==> config.mk <==
export PLATFORM = sky130hd
export DESIGN_NAME = fetch_unit_flat
export DESIGN_NICKNAME = d
export VERILOG_FILES = /design/src/rtl/fetch_unit_if.sv /design/src/rtl/fetch_unit.sv /design/src/flat_wrapper.sv
export SDC_FILE = /design/constraint.sdc
export NUM_CORES = 1
export LEC_CHECK = 0
export ABC_AREA = 1
export ABC_CLOCK_PERIOD_IN_PS = 2400
export BUFFER_PORTS_ARGS = -buffer_cell sky130_fd_sc_hd__buf_2
export CORE_AREA = 2 2 153 155
export CTS_CLUSTER_DIAMETER = 40
export CTS_CLUSTER_SIZE = 20
export DETAILED_ROUTE_END_ITERATION = 8
export DIE_AREA = 0 0 155 157
export PLACE_DENSITY = 0.81
export RECOVER_POWER = 100
export SLEW_MARGIN = 5
export SYNTH_ARGS = -nofsm -noshare
export SYNTH_HDL_FRONTEND = slang
export SYNTH_SLANG_ARGS = --single-unit
export TNS_END_PERCENT = 1
==> constraint.sdc <==
create_clock -name clk -period 2.4 [get_ports clk]
set_clock_uncertainty 0.2 [all_clocks]
set_input_delay 0.48 -clock clk [delete_from_list [all_inputs] [get_ports clk]]
set_output_delay 0.48 -clock clk [all_outputs]
set_load 0.005 [all_outputs]
==> src/rtl/fetch_unit_if.sv <==
// Instruction-memory request/response channel and the fetch-to-decode
// output register, bundled for the fetch stage and its environment.
interface fetch_unit_if;
  logic        imem_req_valid;
  logic [63:0] imem_req_addr;
  logic        imem_req_ready;
  logic        imem_resp_valid;
  logic [31:0] imem_resp_data;
  logic        if_valid;
  logic [63:0] if_pc;
  logic [31:0] if_inst;
  logic        id_ready;

  modport master (
    output imem_req_valid,
    output imem_req_addr,
    input  imem_req_ready,
    input  imem_resp_valid,
    input  imem_resp_data,
    output if_valid,
    output if_pc,
    output if_inst,
    input  id_ready
  );

  modport slave (
    input  imem_req_valid,
    input  imem_req_addr,
    output imem_req_ready,
    output imem_resp_valid,
    output imem_resp_data,
    input  if_valid,
    input  if_pc,
    input  if_inst,
    output id_ready
  );
endinterface

==> src/rtl/fetch_unit.sv <==
// Instruction-fetch stage: owns the fetch PC, issues one imem request per PC,
// buffers the instruction for decode and squashes on EXE/CSR redirects.
module fetch_unit #(
  parameter logic [63:0] RESET_PC = 64'h0000_0000_0000_0000,
  parameter logic [31:0] NOP_INST = 32'h0000_0013
) (
  input  logic         clk,
  input  logic         rst,
  input  logic [63:0]  next_pc,
  input  logic         redirect,
  input  logic [63:0]  redirect_pc,
  output logic [63:0]  pc,
  output logic         fetch_busy,
  fetch_unit_if.master bus
);

  typedef enum logic [1:0] {
    REQ  = 2'd0,
    WAIT = 2'd1,
    HOLD = 2'd2,
    DROP = 2'd3
  } state_t;

  state_t      state_r;
  state_t      state_nxt_s;
  logic [63:0] pc_r;
  logic        if_valid_r;
  logic [63:0] if_pc_r;
  logic [31:0] if_inst_r;
  logic [31:0] pend_inst_r;

  logic        accept_s;
  logic        load_resp_s;
  logic        load_pend_s;
  logic        capture_pend_s;

  assign accept_s = ~if_valid_r | bus.id_ready;

  // Next-state and load decode; redirect overrides every normal transition.
  always_comb begin
    state_nxt_s    = state_r;
    load_resp_s    = 1'b0;
    load_pend_s    = 1'b0;
    capture_pend_s = 1'b0;
    if (redirect) begin
      // Track whether a squashed response is still owed by the memory.
      case (state_r)
        REQ:     state_nxt_s = bus.imem_req_ready  ? DROP : REQ;
        WAIT:    state_nxt_s = bus.imem_resp_valid ? REQ  : DROP;
        HOLD:    state_nxt_s = REQ;
        DROP:    state_nxt_s = bus.imem_resp_valid ? REQ  : DROP;
        default: state_nxt_s = REQ;
      endcase
    end else begin
      case (state_r)
        REQ: begin
          if (bus.imem_req_ready) begin
            state_nxt_s = WAIT;
          end else begin
            state_nxt_s = REQ;
          end
        end
        WAIT: begin
          if (bus.imem_resp_valid) begin
            if (accept_s) begin
              load_resp_s = 1'b1;
              state_nxt_s = REQ;
            end else begin
              capture_pend_s = 1'b1;
              state_nxt_s    = HOLD;
            end
          end else begin
            state_nxt_s = WAIT;
          end
        end
        HOLD: begin
          if (bus.id_ready) begin
            load_pend_s = 1'b1;
            state_nxt_s = REQ;
          end else begin
            state_nxt_s = HOLD;
          end
        end
        DROP: begin
          if (bus.imem_resp_valid) begin
            state_nxt_s = REQ;
          end else begin
            state_nxt_s = DROP;
          end
        end
        default: state_nxt_s = REQ;
      endcase
    end
  end

  // FSM state register.
  always_ff @(posedge clk) begin
    if (rst) begin
      state_r <= REQ;
    end else begin
      state_r <= state_nxt_s;
    end
  end

  // Fetch PC, decode output register and the held response word.
  always_ff @(posedge clk) begin
    if (rst) begin
      pc_r        <= RESET_PC;
      if_valid_r  <= 1'b0;
      if_pc_r     <= 64'h0000_0000_0000_0000;
      if_inst_r   <= NOP_INST;
      pend_inst_r <= 32'h0000_0000;
    end else if (redirect) begin
      pc_r        <= redirect_pc;
      if_valid_r  <= 1'b0;
      if_inst_r   <= NOP_INST;
      pend_inst_r <= 32'h0000_0000;
    end else begin
      if (load_resp_s) begin
        if_valid_r <= 1'b1;
        if_pc_r    <= pc_r;
        if_inst_r  <= bus.imem_resp_data;
        pc_r       <= next_pc;
      end else if (load_pend_s) begin
        if_valid_r <= 1'b1;
        if_pc_r    <= pc_r;
        if_inst_r  <= pend_inst_r;
        pc_r       <= next_pc;
      end else if (if_valid_r && bus.id_ready) begin
        if_valid_r <= 1'b0;
        if_inst_r  <= NOP_INST;
      end
      if (capture_pend_s) begin
        pend_inst_r <= bus.imem_resp_data;
      end
    end
  end

  // The loads are only decoded without redirect, so they mark fetch-complete.
  assign fetch_busy         = rst | ~(load_resp_s | load_pend_s);
  assign bus.imem_req_valid = ~rst & (state_r == REQ);
  assign bus.imem_req_addr  = pc_r;
  assign bus.if_valid       = if_valid_r;
  assign bus.if_pc          = if_pc_r;
  assign bus.if_inst        = if_inst_r;
  assign pc                 = pc_r;

endmodule

==> src/flat_wrapper.sv <==
// flat-port wrapper written by rule: the top's interface ports become plain ports
module fetch_unit_flat 
#(
  parameter logic [63:0] RESET_PC = 64'h0000_0000_0000_0000,
  parameter logic [31:0] NOP_INST = 32'h0000_0013
)
  (clk, rst, next_pc, redirect, redirect_pc, pc, fetch_busy, bus_imem_req_valid, bus_imem_req_addr, bus_imem_req_ready, bus_imem_resp_valid, bus_imem_resp_data, bus_if_valid, bus_if_pc, bus_if_inst, bus_id_ready);
  fetch_unit_if bus_i ();
  input  logic clk;
  input  logic rst;
  input  logic [63:0] next_pc;
  input  logic redirect;
  input  logic [63:0] redirect_pc;
  output logic [63:0] pc;
  output logic fetch_busy;
  output wire logic [$bits(bus_i.imem_req_valid)-1:0] bus_imem_req_valid;
  output wire logic [$bits(bus_i.imem_req_addr)-1:0] bus_imem_req_addr;
  input wire logic [$bits(bus_i.imem_req_ready)-1:0] bus_imem_req_ready;
  input wire logic [$bits(bus_i.imem_resp_valid)-1:0] bus_imem_resp_valid;
  input wire logic [$bits(bus_i.imem_resp_data)-1:0] bus_imem_resp_data;
  output wire logic [$bits(bus_i.if_valid)-1:0] bus_if_valid;
  output wire logic [$bits(bus_i.if_pc)-1:0] bus_if_pc;
  output wire logic [$bits(bus_i.if_inst)-1:0] bus_if_inst;
  input wire logic [$bits(bus_i.id_ready)-1:0] bus_id_ready;
  assign bus_imem_req_valid = bus_i.imem_req_valid;
  assign bus_imem_req_addr = bus_i.imem_req_addr;
  assign bus_i.imem_req_ready = bus_imem_req_ready;
  assign bus_i.imem_resp_valid = bus_imem_resp_valid;
  assign bus_i.imem_resp_data = bus_imem_resp_data;
  assign bus_if_valid = bus_i.if_valid;
  assign bus_if_pc = bus_i.if_pc;
  assign bus_if_inst = bus_i.if_inst;
  assign bus_i.id_ready = bus_id_ready;
  fetch_unit #(.RESET_PC(RESET_PC), .NOP_INST(NOP_INST)) u_core (.clk(clk), .rst(rst), .next_pc(next_pc), .redirect(redirect), .redirect_pc(redirect_pc), .pc(pc), .fetch_busy(fetch_busy), .bus(bus_i));
endmodule
==> key figures <==
Detailed routing
  – DRT Wirelength: 28,500 um
  – Vias post-DR: 9,803
  – # DRC: 0
  – Vias per cell: 4.81
  – ANT nets after route: 0
  – WL per Instance: 14.0 um
  – First drt pass iteration count: 8
  – Initial DRC count: 780

Global route
  – Initial antenna violation count: 4
  – Vias in the first global route: 8,715
  – First-pass GRT wire length: 44,100 um
  – Total grt overflow: 0
  – All-layer global routing usage: 22.6%
  – Largest net degree at the start of global routing: 83

Setup path
  – Worst EP arrival: 1.57 ns
  – CP cell instances: nor2_4, nand3_2, nand2_2, nand2_1, clkbuf_2
  – Max incr delay on CP: 0.36 ns
  – Reg2reg end: u_core.bus.imem_req_addr[30]
  – Endpoint class of the critical path: output pin
  – Crit Reg-Reg Startpoint: u_core.state_r[1]
  – R2R cell count: 9
  – Slowest stage cell, crit path: dfxtp_1
  – CP Launch Type: flop
  – Critical path startpoint: u_core.state_r[0]
  – FF-to-FF setup slack: 0.27 ns
  – CP required: 1.72 ns
  – Crit path kind: flop to output pin
  – Crit Path Max Fanout: 10
  – Worst Setup EP: fetch_busy

Pwr
  – PwrDens: 668 mW/mm2
  – Final Power: 7.67 mW
  – Peak supply drop: 0.420 mV
  – Leakage power: 6.23 nW

Logic synthesis
  – Synth unique cells: 23
  – Largest family of logic cells by synthesized area: simple AND/OR/NAND/NOR gates
  – Synthesized flop and latch total: 195
  – Share of the synthesized area in the top cell type: 41.8%
  – Fraction of registers with async set/reset: 0%
  – Post-Synth Simple-Gate Area: 38.1%
  – Post-synthesis sequential area ratio: 41.8%
  – Mean Syn Cell Area: 6.43 um2
  – Post-synthesis mux area share: 0%
  – Synth Area in Adders: 0%
  – Ranking of synthesized cells by area: dfxtp_1, nand2_1, nor2_1, buf_4, inv_1
  – Compound-Gate Fraction of Synth Area: 5.57%
  – Synth warn: 0
  – XOR/XNOR Fraction of Synth Area: 0%
  – Count leader, synth: nand2_1
  – Mapped Cells: 1,454
  – Ys flop type: dfxtp_1
  – Top post-synthesis cells by count: nand2_1, nor2_1, dfxtp_1
  – Post-synth EDFFs: 0
  – Cell taking the most area after synthesis: dfxtp_1
  – Post-Syn Nets: 1,620
  – Mapped cell area: 0.00935 mm2

Finish
  – Area Overhead vs Synth: 22.8%
  – Final std cell area, no fill: 0.0115 mm2
  – Nets: 1,903
  – # fillers: 2,295
  – Final design utilization: 51.0%
  – Fraction of layout cells with a size suffix above 1: 19.9%
  – Fin cells: 2,037
  – FF/Latch Area: 0.00390 mm2
  – Area taken by multi-input logic gates: 0.00408 mm2

Floorplanning
  – Die width: 155 um
  – Initial core utilization: 41.5%
  – Row count: 55
  – Core area: 0.0225 mm2
  – Die Y: 157 um
  – Top Ports: 393
  – Die area: 0.0243 mm2

CTS
  – Post-CTS Setup Bufs: 0
  – Clock Latency Late Sink: 0.43 ns
  – Clk buf depth: 2
  – CTS tree: done
  – Hold_buf cts: 0
  – Clock sink total: 195
  – Num CTS Buffers: 17
  – Root buf cell: clkbuf_16
  – Clock-pin slew on the worst setup and hold paths: 0.08 ns
  – Post_cts resized: 0
  – H-tree Lvls: 4

Placement
  – PortBufs: 392
  – Area post-placement: 0.0111 mm2
  – Cell total after placement: 2,003
  – Routability cong.: 0.844
  – Post-DP HPWL: 20,200 um

Job
  – Max cap viols: 0

Timing
  – RSZ-0062 raised after global routing: false
  – Max Fclk: 445 MHz
  – Slew HR: 48.2%
  – Max-slew violations: 0
  – Clock period minus worst slack: 2.25 ns
  – Period utilization: 93.6%
  – Final Hold Vio Count: 0
  – Setup Viol. Count Final: 0
  – Measured slew at the worst slew-check pin: 0.777 ns
  – Setup TNS: 0 ns

Hold path
  – Worst Hold Class: input port to flop

Outcome
  – Status: finished clean
[stage by stage]
step                worst slack (ns)  hold WS, ns
finish                         0.153       0.0912
global route                  0.0294       0.0796
CTS                            0.114       0.0646
detailed placement             0.258        0.239
global placement               0.317        0.231
floorplan                      0.486        0.224
[worst min path at each step]
stage / end / slack, ns / start / cells past startpoint
3_5_place_dp: u_core.pend_inst_r[21] / 0.24 / u_core.pend_inst_r[21] / 2
6_report: u_core.pend_inst_r[20] / 0.09 / bus_imem_resp_data[20] / 3
4_1_cts: u_core.pend_inst_r[5] / 0.06 / bus_imem_resp_data[5] / 3
2_1_floorplan: u_core.pend_inst_r[12] / 0.22 / u_core.pend_inst_r[12] / 2
5_1_grt: u_core.pend_inst_r[5] / 0.08 / bus_imem_resp_data[5] / 3
3_3_place_gp: u_core.pend_inst_r[12] / 0.23 / u_core.pend_inst_r[12] / 2
[metal layers]
metal | global-route usage (%) | part of all wire [%]
met1 | 28.5 | 42
met2 | 38.4 | 49
met3 | 4.49 | 7.1
met4 | 8.60 | 2.1
met5 | 0 | 0.10
[critical path, delay by kind of cell (launching register included)]
kind / cells / cell delay [ns]
buffers and inverters: 1 / 0.13
flip-flops: 1 / 0.36
AND/OR/NAND/NOR: 4 / 0.64
[flip-flops by register name (all words and copies together), names as in the netlist]
register / flops
u_core.bus.if_inst: 32
u_core.pend_inst_r: 32
u_core.bus.imem_req_addr: 64
u_core.bus.if_valid: 1
u_core.bus.if_pc: 64
u_core.state_r: 2
[report_power, final]
group	switching [mW]	total, mW	internal, mW
Combinational	0.695	1.17	0.476
Sequential	0.162	3.57	3.41
Clock	1.40	2.92	1.53
[area by class of cell]
class	count	area share, %
clock buffer	19	3.86
clock inverter	13	1.41
multi-input combinational	988	35.6
tap	285	3.11
inverter	111	3.66
antenna	2	0.0436
timing repair buffer	424	18.3
sequential	195	34.0
[cells by family after synthesis]
family | count (synthesis)
and+or+nand+nor | 885
buffers and inverters | 271
DFF | 195
AOI/OAI and AO/OA | 103
[layout by cell type, fill, tap and decap left out, types with 2 or more instances in the layout]
| cell type | Yosys | routed |
|---|---|---|
| nand2_1 | 407 | 408 |
| nor2_1 | 374 | 373 |
| buf_2 | 31 | 273 |
| dfxtp_1 | 195 | 195 |
| clkbuf_1 | 43 | 120 |
| inv_1 | 105 | 105 |
| nand4_1 | 61 | 61 |
| o21ai_0 | 47 | 56 |
| o21ai_1 | 50 | 41 |
| nand3_1 | 33 | 33 |
| buf_4 | 70 | 22 |
| clkbuf_16 | 0 | 17 |
| inv_8 | 0 | 5 |
| buf_12 | 0 | 5 |
| nor2_4 | 3 | 4 |
| a21oi_1 | 4 | 4 |
| nand2_2 | 4 | 3 |
| clkbuf_2 | 0 | 3 |
| diode_2 | 0 | 2 |
| inv_2 | 5 | 2 |
| clkinv_1 | 1 | 2 |
| clkinv_4 | 0 | 2 |
| inv_6 | 0 | 2 |
| clkinv_8 | 0 | 2 |
Power figures use the tool's default switching activity.
